## src/rtl/efuse_pkg.sv

```systemverilog
// Shared types and constants for the eFuse access arbiter.
// Holds the FSM state enum, controller mode codes and grant encodings.
package efuse_pkg;

    typedef enum logic [2:0] {
        IDLE,
        START,
        WAIT_BUSY,
        WAIT_DONE,
        ACK
    } state_e;

    localparam logic [1:0] MODE_PROG = 2'b01;
    localparam logic [1:0] MODE_READ = 2'b10;

    localparam logic [1:0] GNT_NONE = 2'b00;
    localparam logic [1:0] GNT_AUTO = 2'b01;
    localparam logic [1:0] GNT_SC   = 2'b10;

    function automatic logic mode_legal(input logic [1:0] m);
        return (m == MODE_PROG) || (m == MODE_READ);
    endfunction

endpackage

```

## src/rtl/efuse_wdog.sv

```systemverilog
// Watchdog counting enabled cycles; expire is high on the TIMEOUT-th one.
// Ports: clk, rst (sync, active-high), en, clr, expire (combinational).
module efuse_wdog
    import efuse_pkg::*;
#(
    parameter int unsigned TIMEOUT = 4096
) (
    input  logic clk,
    input  logic rst,
    input  logic en,
    input  logic clr,
    output logic expire
);

    localparam int unsigned W = (TIMEOUT < 2) ? 1 : $clog2(TIMEOUT);

    logic [W-1:0] cnt_q;
    logic [W-1:0] cnt_d;

    always_comb begin
        cnt_d = cnt_q;
        if (clr) begin
            cnt_d = '0;
        end else if (en) begin
            cnt_d = cnt_q + 1'b1;
        end
    end

    always_ff @(posedge clk) begin
        if (rst) begin
            cnt_q <= '0;
        end else begin
            cnt_q <= cnt_d;
        end
    end

    assign expire = en && (cnt_q == W'(TIMEOUT - 1));

endmodule

```

## src/rtl/efuse_access_arbiter.sv

```systemverilog
// Arbitrates autoload and slow-control access to one eFuse controller.
// Ports: clk, rst (sync, active-high); auto_req/auto_ack and sc_req/sc_ack
// handshakes with sc_mode/sc_prog/sc_tckhp; efuse_busy in; efuse_start,
// efuse_mode, efuse_prog, efuse_tckhp to the controller; grant (one-hot
// owner) and err (valid with an ack). Define EFUSE_TIMEOUT_EN to enable
// the busy watchdog (efuse_wdog, limit TIMEOUT cycles).
module efuse_access_arbiter #(
    parameter int unsigned START_LEN  = 8,
    parameter int unsigned AUTO_TCKHP = 4,
    parameter int unsigned TIMEOUT    = 4096
) (
    input  logic        clk,
    input  logic        rst,
    input  logic        auto_req,
    input  logic        sc_req,
    input  logic [1:0]  sc_mode,
    input  logic [31:0] sc_prog,
    input  logic [3:0]  sc_tckhp,
    input  logic        efuse_busy,
    output logic        efuse_start,
    output logic [1:0]  efuse_mode,
    output logic [31:0] efuse_prog,
    output logic [3:0]  efuse_tckhp,
    output logic [1:0]  grant,
    output logic        auto_ack,
    output logic        sc_ack,
    output logic        err
);

    import efuse_pkg::*;

    state_e      state_q, state_d;
    logic [1:0]  grant_q, grant_d;
    logic        last_auto_q, last_auto_d;
    logic [7:0]  cnt_q, cnt_d;
    logic        start_q, start_d;
    logic [1:0]  mode_q, mode_d;
    logic [31:0] prog_q, prog_d;
    logic [3:0]  tckhp_q, tckhp_d;
    logic        auto_ack_q, auto_ack_d;
    logic        sc_ack_q, sc_ack_d;
    logic        err_q, err_d;
    logic        pick_sc;
    logic        wd_expire;

`ifdef EFUSE_TIMEOUT_EN
    logic wd_en;

    assign wd_en = (state_q == WAIT_BUSY) || (state_q == WAIT_DONE);

    efuse_wdog #(
        .TIMEOUT (TIMEOUT)
    ) u_wdog (
        .clk    (clk),
        .rst    (rst),
        .en     (wd_en),
        .clr    (!wd_en),
        .expire (wd_expire)
    );
`else
    logic unused_tmo;

    assign unused_tmo = ^TIMEOUT;
    assign wd_expire  = 1'b0;
`endif

    // sc wins a contention only when auto had the previous grant.
    assign pick_sc = sc_req && (!auto_req || last_auto_q);

    always_comb begin
        state_d     = state_q;
        grant_d     = grant_q;
        last_auto_d = last_auto_q;
        cnt_d       = cnt_q;
        start_d     = 1'b0;
        mode_d      = mode_q;
        prog_d      = prog_q;
        tckhp_d     = tckhp_q;
        auto_ack_d  = 1'b0;
        sc_ack_d    = 1'b0;
        err_d       = 1'b0;
        unique case (state_q)
            IDLE: begin
                if (!efuse_busy && (auto_req || sc_req)) begin
                    cnt_d = '0;
                    if (pick_sc) begin
                        grant_d     = GNT_SC;
                        last_auto_d = 1'b0;
                        mode_d      = sc_mode;
                        prog_d      = sc_prog;
                        tckhp_d     = sc_tckhp;
                        if (mode_legal(sc_mode)) begin
                            state_d = START;
                        end else begin
                            state_d  = ACK;
                            sc_ack_d = 1'b1;
                            err_d    = 1'b1;
                        end
                    end else begin
                        grant_d     = GNT_AUTO;
                        last_auto_d = 1'b1;
                        mode_d      = MODE_READ;
                        prog_d      = '0;
                        tckhp_d     = 4'(AUTO_TCKHP);
                        state_d     = START;
                    end
                end
            end
            START: begin
                // start is registered, so it trails the state by one cycle.
                start_d = 1'b1;
                cnt_d   = cnt_q + 8'd1;
                if (cnt_q == 8'(START_LEN)) begin
                    start_d = 1'b0;
                    state_d = WAIT_BUSY;
                end
            end
            WAIT_BUSY: begin
                if (wd_expire) begin
                    state_d    = ACK;
                    auto_ack_d = (grant_q == GNT_AUTO);
                    sc_ack_d   = (grant_q == GNT_SC);
                    err_d      = 1'b1;
                end else if (efuse_busy) begin
                    state_d = WAIT_DONE;
                end
            end
            WAIT_DONE: begin
                if (wd_expire || !efuse_busy) begin
                    state_d    = ACK;
                    auto_ack_d = (grant_q == GNT_AUTO);
                    sc_ack_d   = (grant_q == GNT_SC);
                    err_d      = wd_expire;
                end
            end
            ACK: begin
                state_d = IDLE;
                grant_d = GNT_NONE;
                mode_d  = '0;
                prog_d  = '0;
                tckhp_d = '0;
            end
            default: begin
                state_d = IDLE;
                grant_d = GNT_NONE;
            end
        endcase
    end

    always_ff @(posedge clk) begin
        if (rst) begin
            state_q     <= IDLE;
            grant_q     <= GNT_NONE;
            last_auto_q <= 1'b0;
            cnt_q       <= '0;
            start_q     <= 1'b0;
            mode_q      <= '0;
            prog_q      <= '0;
            tckhp_q     <= '0;
            auto_ack_q  <= 1'b0;
            sc_ack_q    <= 1'b0;
            err_q       <= 1'b0;
        end else begin
            state_q     <= state_d;
            grant_q     <= grant_d;
            last_auto_q <= last_auto_d;
            cnt_q       <= cnt_d;
            start_q     <= start_d;
            mode_q      <= mode_d;
            prog_q      <= prog_d;
            tckhp_q     <= tckhp_d;
            auto_ack_q  <= auto_ack_d;
            sc_ack_q    <= sc_ack_d;
            err_q       <= err_d;
        end
    end

    assign efuse_start = start_q;
    assign efuse_mode  = mode_q;
    assign efuse_prog  = prog_q;
    assign efuse_tckhp = tckhp_q;
    assign grant       = grant_q;
    assign auto_ack    = auto_ack_q;
    assign sc_ack      = sc_ack_q;
    assign err         = err_q;

endmodule
```

## config.mk

```make
export PLATFORM = sky130hd
export DESIGN_NAME = efuse_access_arbiter
export DESIGN_NICKNAME = d
export VERILOG_FILES = /design/src/rtl/efuse_pkg.sv /design/src/rtl/efuse_wdog.sv /design/src/rtl/efuse_access_arbiter.sv
export SDC_FILE = /design/constraint.sdc
export NUM_CORES = 1
export LEC_CHECK = 0
export CELL_PAD_IN_SITES_DETAIL_PLACEMENT = 1
export CELL_PAD_IN_SITES_GLOBAL_PLACEMENT = 2
export CORE_MARGIN = 2
export CORE_UTILIZATION = 39
export DETAILED_ROUTE_END_ITERATION = 16
export DONT_BUFFER_PORTS = 1
export PLACE_DENSITY_LB_ADDON = 0.1
export SYNTH_ARGS = -nofsm -noshare
export SYNTH_HDL_FRONTEND = slang
export SYNTH_SLANG_ARGS = --single-unit
export TNS_END_PERCENT = 50
```

## constraint.sdc

```tcl
create_clock -name clk -period 4.2 [get_ports clk]
set_clock_uncertainty 0.1 [all_clocks]
set_input_delay 0.84 -clock clk [delete_from_list [all_inputs] [get_ports clk]]
set_output_delay 0.84 -clock clk [all_outputs]
set_load 0.02 [all_outputs]
```

==> results.py <==
metrics = {
    "setup_path": {
        "crit_path_top_delay_cell": "nor4_1",
        "required_ns": 4.30,
        "critPathTopFamily": "simple AND/OR/NAND/NOR gates",
        "path_buf_inv": 1,
        "slowest_delay_ns": 0.73,
        "worstReg2RegStart": "state_q[0]",
        "crit_chain": "o21bai_1 > nor4_1 > nor3b_4 > buf_4 > a22o_1",
        "critPathLaunchType": "input pin",
        "setup.worst_path.end_class": "flip-flop",
        "cp.arrival_ns": 2.33,
        "critPathKind": "input pin to flip-flop",
        "critPathMaxFanout": 36,
        "crit_start": "efuse_busy",
        "ff2ff_setup_slack_ns": 2.15,
    },
    "timing": {
        "tightest_slew_ns": 0.934,
        "finalHoldViolCount": 0,
        "tns_ns": 0,
        "worst_hold_slack_ns": 0.420,
        "finalWorstSetupSlack_ns": 1.98,
        "post-route-period-util": 0.529,
        "slew_viol_final": 0,
        "slew_headroom": 0.372,
        "grt_setup_unrepaired": "no",
        "fmax_mhz": 450,
        "min_period_ns": 2.22,
        "setup_viol": 0,
    },
    "cells_and_area": {
        "layout_commonest_cell": "dfxtp_1",
        "regArea_mm2": 0.00112,
        "drive_above_1_share": 0.102,
        "layout_common_cells": "56 x dfxtp_1, 36 x a22o_1, 11 x nor2_1, 8 x nand2_1, 8 x a21oi_1",
        "finalNonFillerCells": 257,
        "fillers": 568,
        "multiInputGateArea_um2": 845,
        "syn_to_final_growth_pct": 5.90,
        "antenna_cells": 0,
        "finish.net_count": 231,
    },
    "logic_synthesis": {
        "synth-edff-count": 0,
        "synth_simple_gate_area_frac": 0.142,
        "dominantRegCellSynth": "dfxtp_1",
        "synth_mux_area_frac": 0.0152,
        "netlist_instances": 190,
        "yosysWarningCount": 0,
        "ys_ff_latch": 56,
        "synth-xor-area-share": 0.00851,
        "netlist_area_mm2": 0.00206,
        "synthesis.nets": 235,
        "synth_compound_area_frac": 0.229,
        "synth_area_per_cell_um2": 10.8,
        "synth_top_family_by_area": "compound AO/OA/AOI/OAI gates",
        "synthAdderAreaFrac": 0.0122,
        "postSynth.asyncResetShare": 0,
        "synth-seq-area-share": 0.545,
        "ys_types": 42,
    },
    "clock_tree": {
        "cts_sinks": 56,
        "post_cts_buffers": 0,
        "clk_latency_ns": 0.31,
        "cts_resized": 0,
        "cts_hold_buf": 0,
        "clkTransAtPathRegs_ns": 0.10,
        "cts_tree": "built",
        "cts-root-buf": "clkbuf_8",
        "htree_levels": 2,
        "cts-buffers-inserted": 5,
        "cts.path.max_buffers": 2,
    },
    "floorplan": {
        "die_area_mm2": 0.00587,
        "coreArea_mm2": 0.00511,
        "die-height_um": 76.6,
        "initial_core_util": 0.403,
        "chipWidth_um": 76.6,
        "ios": 87,
        "num_rows": 26,
    },
    "global_routing": {
        "antenna_found_initial": 0,
        "grt.overflow.total": 0,
        "grt_usage": 0.157,
        "grt_start_max_net_pins": 37,
        "grt_pass1_vias": 1428,
        "grt_pass1_wl_mm": 7.42,
    },
    "placed_design": {
        "portBuffers": 0,
        "gp_congestion": 0.742,
        "dp_cells": 249,
        "place_ws_ns": 1.66,
        "hpwl_mm": 3.28,
    },
    "drt": {
        "drtIter0Drc": 111,
        "drc": 0,
        "avgRoutedWirePerCell_um": 18.0,
        "vias_per_cell": 5.80,
        "firstDrtPassIters": 4,
        "routed-via-count": 1490,
        "postRouteAntennaNets": 0,
        "drt-total-wl_mm": 4.63,
    },
    "flow_run": {
        "cap_violations": 0,
    },
    "power_and_ir_drop": {
        "p_per_area_mw_per_mm2": 541,
        "ir_drop_mv": 0.199,
        "leakage_nw": 0.791,
        "power_mw": 1.18,
    },
    "min_path": {
        "hold_class": "flip-flop to flip-flop",
        "worstHoldStart": "cnt_q[1]",
    },
    "run_status": {
        "status": "finished, final reports clean",
    },
}
-- worst register-to-register path, stage by stage, from the launching register on --
cell and delay, ns:
dfxtp_1 0.43, nor4_1 0.84, nor3b_4 0.06, buf_4 0.27
a22o_1 0.24
-- final cells by class --
cell class / instances / share of cell area
sequential: 56 / 0.514
clock buffer: 5 / 0.0316
inverter: 4 / 0.00689
multi-input combinational: 117 / 0.387
clock inverter: 3 / 0.0126
tap: 70 / 0.0402
timing repair buffer: 2 / 0.00689
-- worst paths after layout --
check,to,cells after the start
setup / recovery,efuse_prog[23],5
hold / removal,cnt_q[1],2
setup reg to reg,efuse_prog[23],4
hold reg to reg,cnt_q[1],2
-- cell usage after synthesis (4+ instances only) --
| cell | count | area (um2) |
|---|---|---|
| clkbuf_1 | 7 | 26.3 |
| inv_1 | 4 | 15.0 |
| nand3_1 | 4 | 20.0 |
| a22o_1 | 36 | 315 |
| nor3_1 | 6 | 30.0 |
| nor2_1 | 11 | 41.3 |
| nand2_1 | 8 | 30.0 |
| or3_1 | 4 | 25.0 |
| dfxtp_1 | 56 | 1120 |
| o31ai_1 | 4 | 30.0 |
| a21oi_1 | 8 | 40.0 |
| buf_6 | 4 | 45.0 |
-- report_power, final --
part	switching [mW]	internal (mW)	total [mW]	leakage [nW]
registers	0.0897	0.578	0.667	0.454
logic	0.119	0.0847	0.203	0.291
clock network	0.185	0.123	0.308	0.0463
total	0.393	0.785	1.18	0.791
-- logic make-up (layout without fill, tap and decap cells) --
family | after synthesis | in the layout
AOI/OAI and AO/OA | 60 | 60
xor gates and xnor gates | 2 | 2
adders and majority gates | 2 | 2
buffers and inverters | 17 | 14
DFF | 56 | 56
muxes | 3 | 3
and+or+nand+nor | 50 | 50
-- through the flow --
step	utilization	instance area, um2
3_3_place_gp	0.408	2080
3_5_place_dp	0.408	2080
5_1_grt	0.427	2180
6_report	0.427	2180
4_1_cts	0.427	2180
2_1_floorplan	-	2060
-- sequential cells by signal, summed over array words and instances (netlist names) --
| register | flops |
|---|---|
| err | 1 |
| efuse_start | 1 |
| grant | 2 |
| efuse_mode | 2 |
| auto_ack | 1 |
| efuse_prog | 32 |
| state_q | 3 |
| cnt_q | 8 |
| sc_ack | 1 |
| efuse_tckhp | 4 |
| last_auto_q | 1 |
-- layer usage --
layer | part of all wire | routed length [um] | global-route usage | vias up
met5 | 0 | 0 | 0 | -
met4 | 0.014 | 66 | 0.0491 | 0
met3 | 0.073 | 339 | 0.0616 | 8
met2 | 0.48 | 2220 | 0.250 | 61
met1 | 0.43 | 2000 | 0.195 | 722
li1 | - | - | - | 699
(Power assumes the default switching activity.)
==> RTL change (config.mk and constraints unchanged) <==
Re-encode `state_e` (5 states) as one-hot, 5 bits wide.
--- a/src/rtl/efuse_pkg.sv
+++ b/src/rtl/efuse_pkg.sv
@@ -3,10 +3,10 @@
 package efuse_pkg;
 
-    typedef enum logic [2:0] {
-        IDLE,
-        START,
-        WAIT_BUSY,
-        WAIT_DONE,
-        ACK
+    typedef enum logic [4:0] {
+        IDLE      = 5'b00001,
+        START     = 5'b00010,
+        WAIT_BUSY = 5'b00100,
+        WAIT_DONE = 5'b01000,
+        ACK       = 5'b10000
     } state_e;
 
Function: same outputs for any inputs over 10 cycles, from zero or initial values and one cycle with rst high; not proved beyond that.
==> RTL change against the original RTL <==
Count of clock-buffer cells in the layout rose by 9; setup slack worse by 0.48 ns; via count rose by 46%; design area up 25%; area after synthesis increased by 22%; total power up 34%; sequential share of layout area down 8.7 points; die area up 21%; sequential cell count is 2 higher; hold slack got worse by 0.018 ns; wire length grew 53%; synthesized cell count is 59% higher.
==> RTL change: results <==
{
  "status": "complete, no violations",
  "hold_end": "cnt_q[0]",
  "synth_xor_area_share_pct": 0.6948,
  "grtUsageTotal_pct": 20.03,
  "cts-htree-levels": 3,
  "post-place-ws_ns": 1.438,
  "initialDrtViolationCount": 92,
  "grt_pass1_wl_um": 11330,
  "drive_gt1_share_pct": 9.215,
  "synthAdderAreaFrac_pct": 0.9926,
  "critPathMaxFanout": 26,
  "synthTopCellsByCount": "58 x dfxtp_1, 47 x a21oi_1, 44 x nand3_1, 42 x o21ai_0, 21 x clkbuf_1",
  "worstHoldStart": "cnt_q[0]",
  "finalWorstPathRequiredPeriod_ns": 2.706,
  "p_sw_w": 0.0005618,
  "synth.area.mux_share_pct": 0.8933,
  "grt_start_max_net_pins": 62,
  "seq_cell_count": 58,
  "hold_slack_ns": 0.4019,
  "vias_per_cell": 5.895,
  "buffers": 3,
  "r2r_slack_ns": 1.49,
  "critPathLaunchType": "flip-flop",
  "nFillCells": 773,
  "hpwl_um": 4443,
  "final-nonclk-buf-share_pct": 0.8283,
  "clock_area_share_pct": 7.271
}
-- RTL change: critical path, cell delays in order (launching register included) --
cell and delay (ns):
dfxtp_1 0.41, nor4_1 0.57, and3_1 0.94, buf_4 0.36
nand3_1 0.10, a21oi_1 0.16
-- RTL change: power by group through the flow --
stage	Clock (W)	Combinational, W	Sequential (W)
2_1_floorplan	0	0.000315	0.000676
3_3_place_gp	0	0.000353	0.000712
3_5_place_dp	0	0.000358	0.000712
4_1_cts	0.000535	0.000358	0.000701
5_1_grt	0.000565	0.000404	0.000707
6_report	0.000521	0.000354	0.000701
-- RTL change: through the flow --
step	std cells	util (%)	cell area (um2)
2_1_floorplan	303	-	2521
3_3_place_gp	354	39.93	2521
3_5_place_dp	354	39.93	2521
4_1_cts	370	43.06	2719
5_1_grt	370	43.06	2719
6_report	370	43.06	2719
-- RTL change: metal layers --
metal / wire, um / track usage (%)
met5: 0 / 0
met4: 76 / 6.061
met3: 556 / 9.243
met2: 3164 / 30.01
met1: 3267 / 25.95
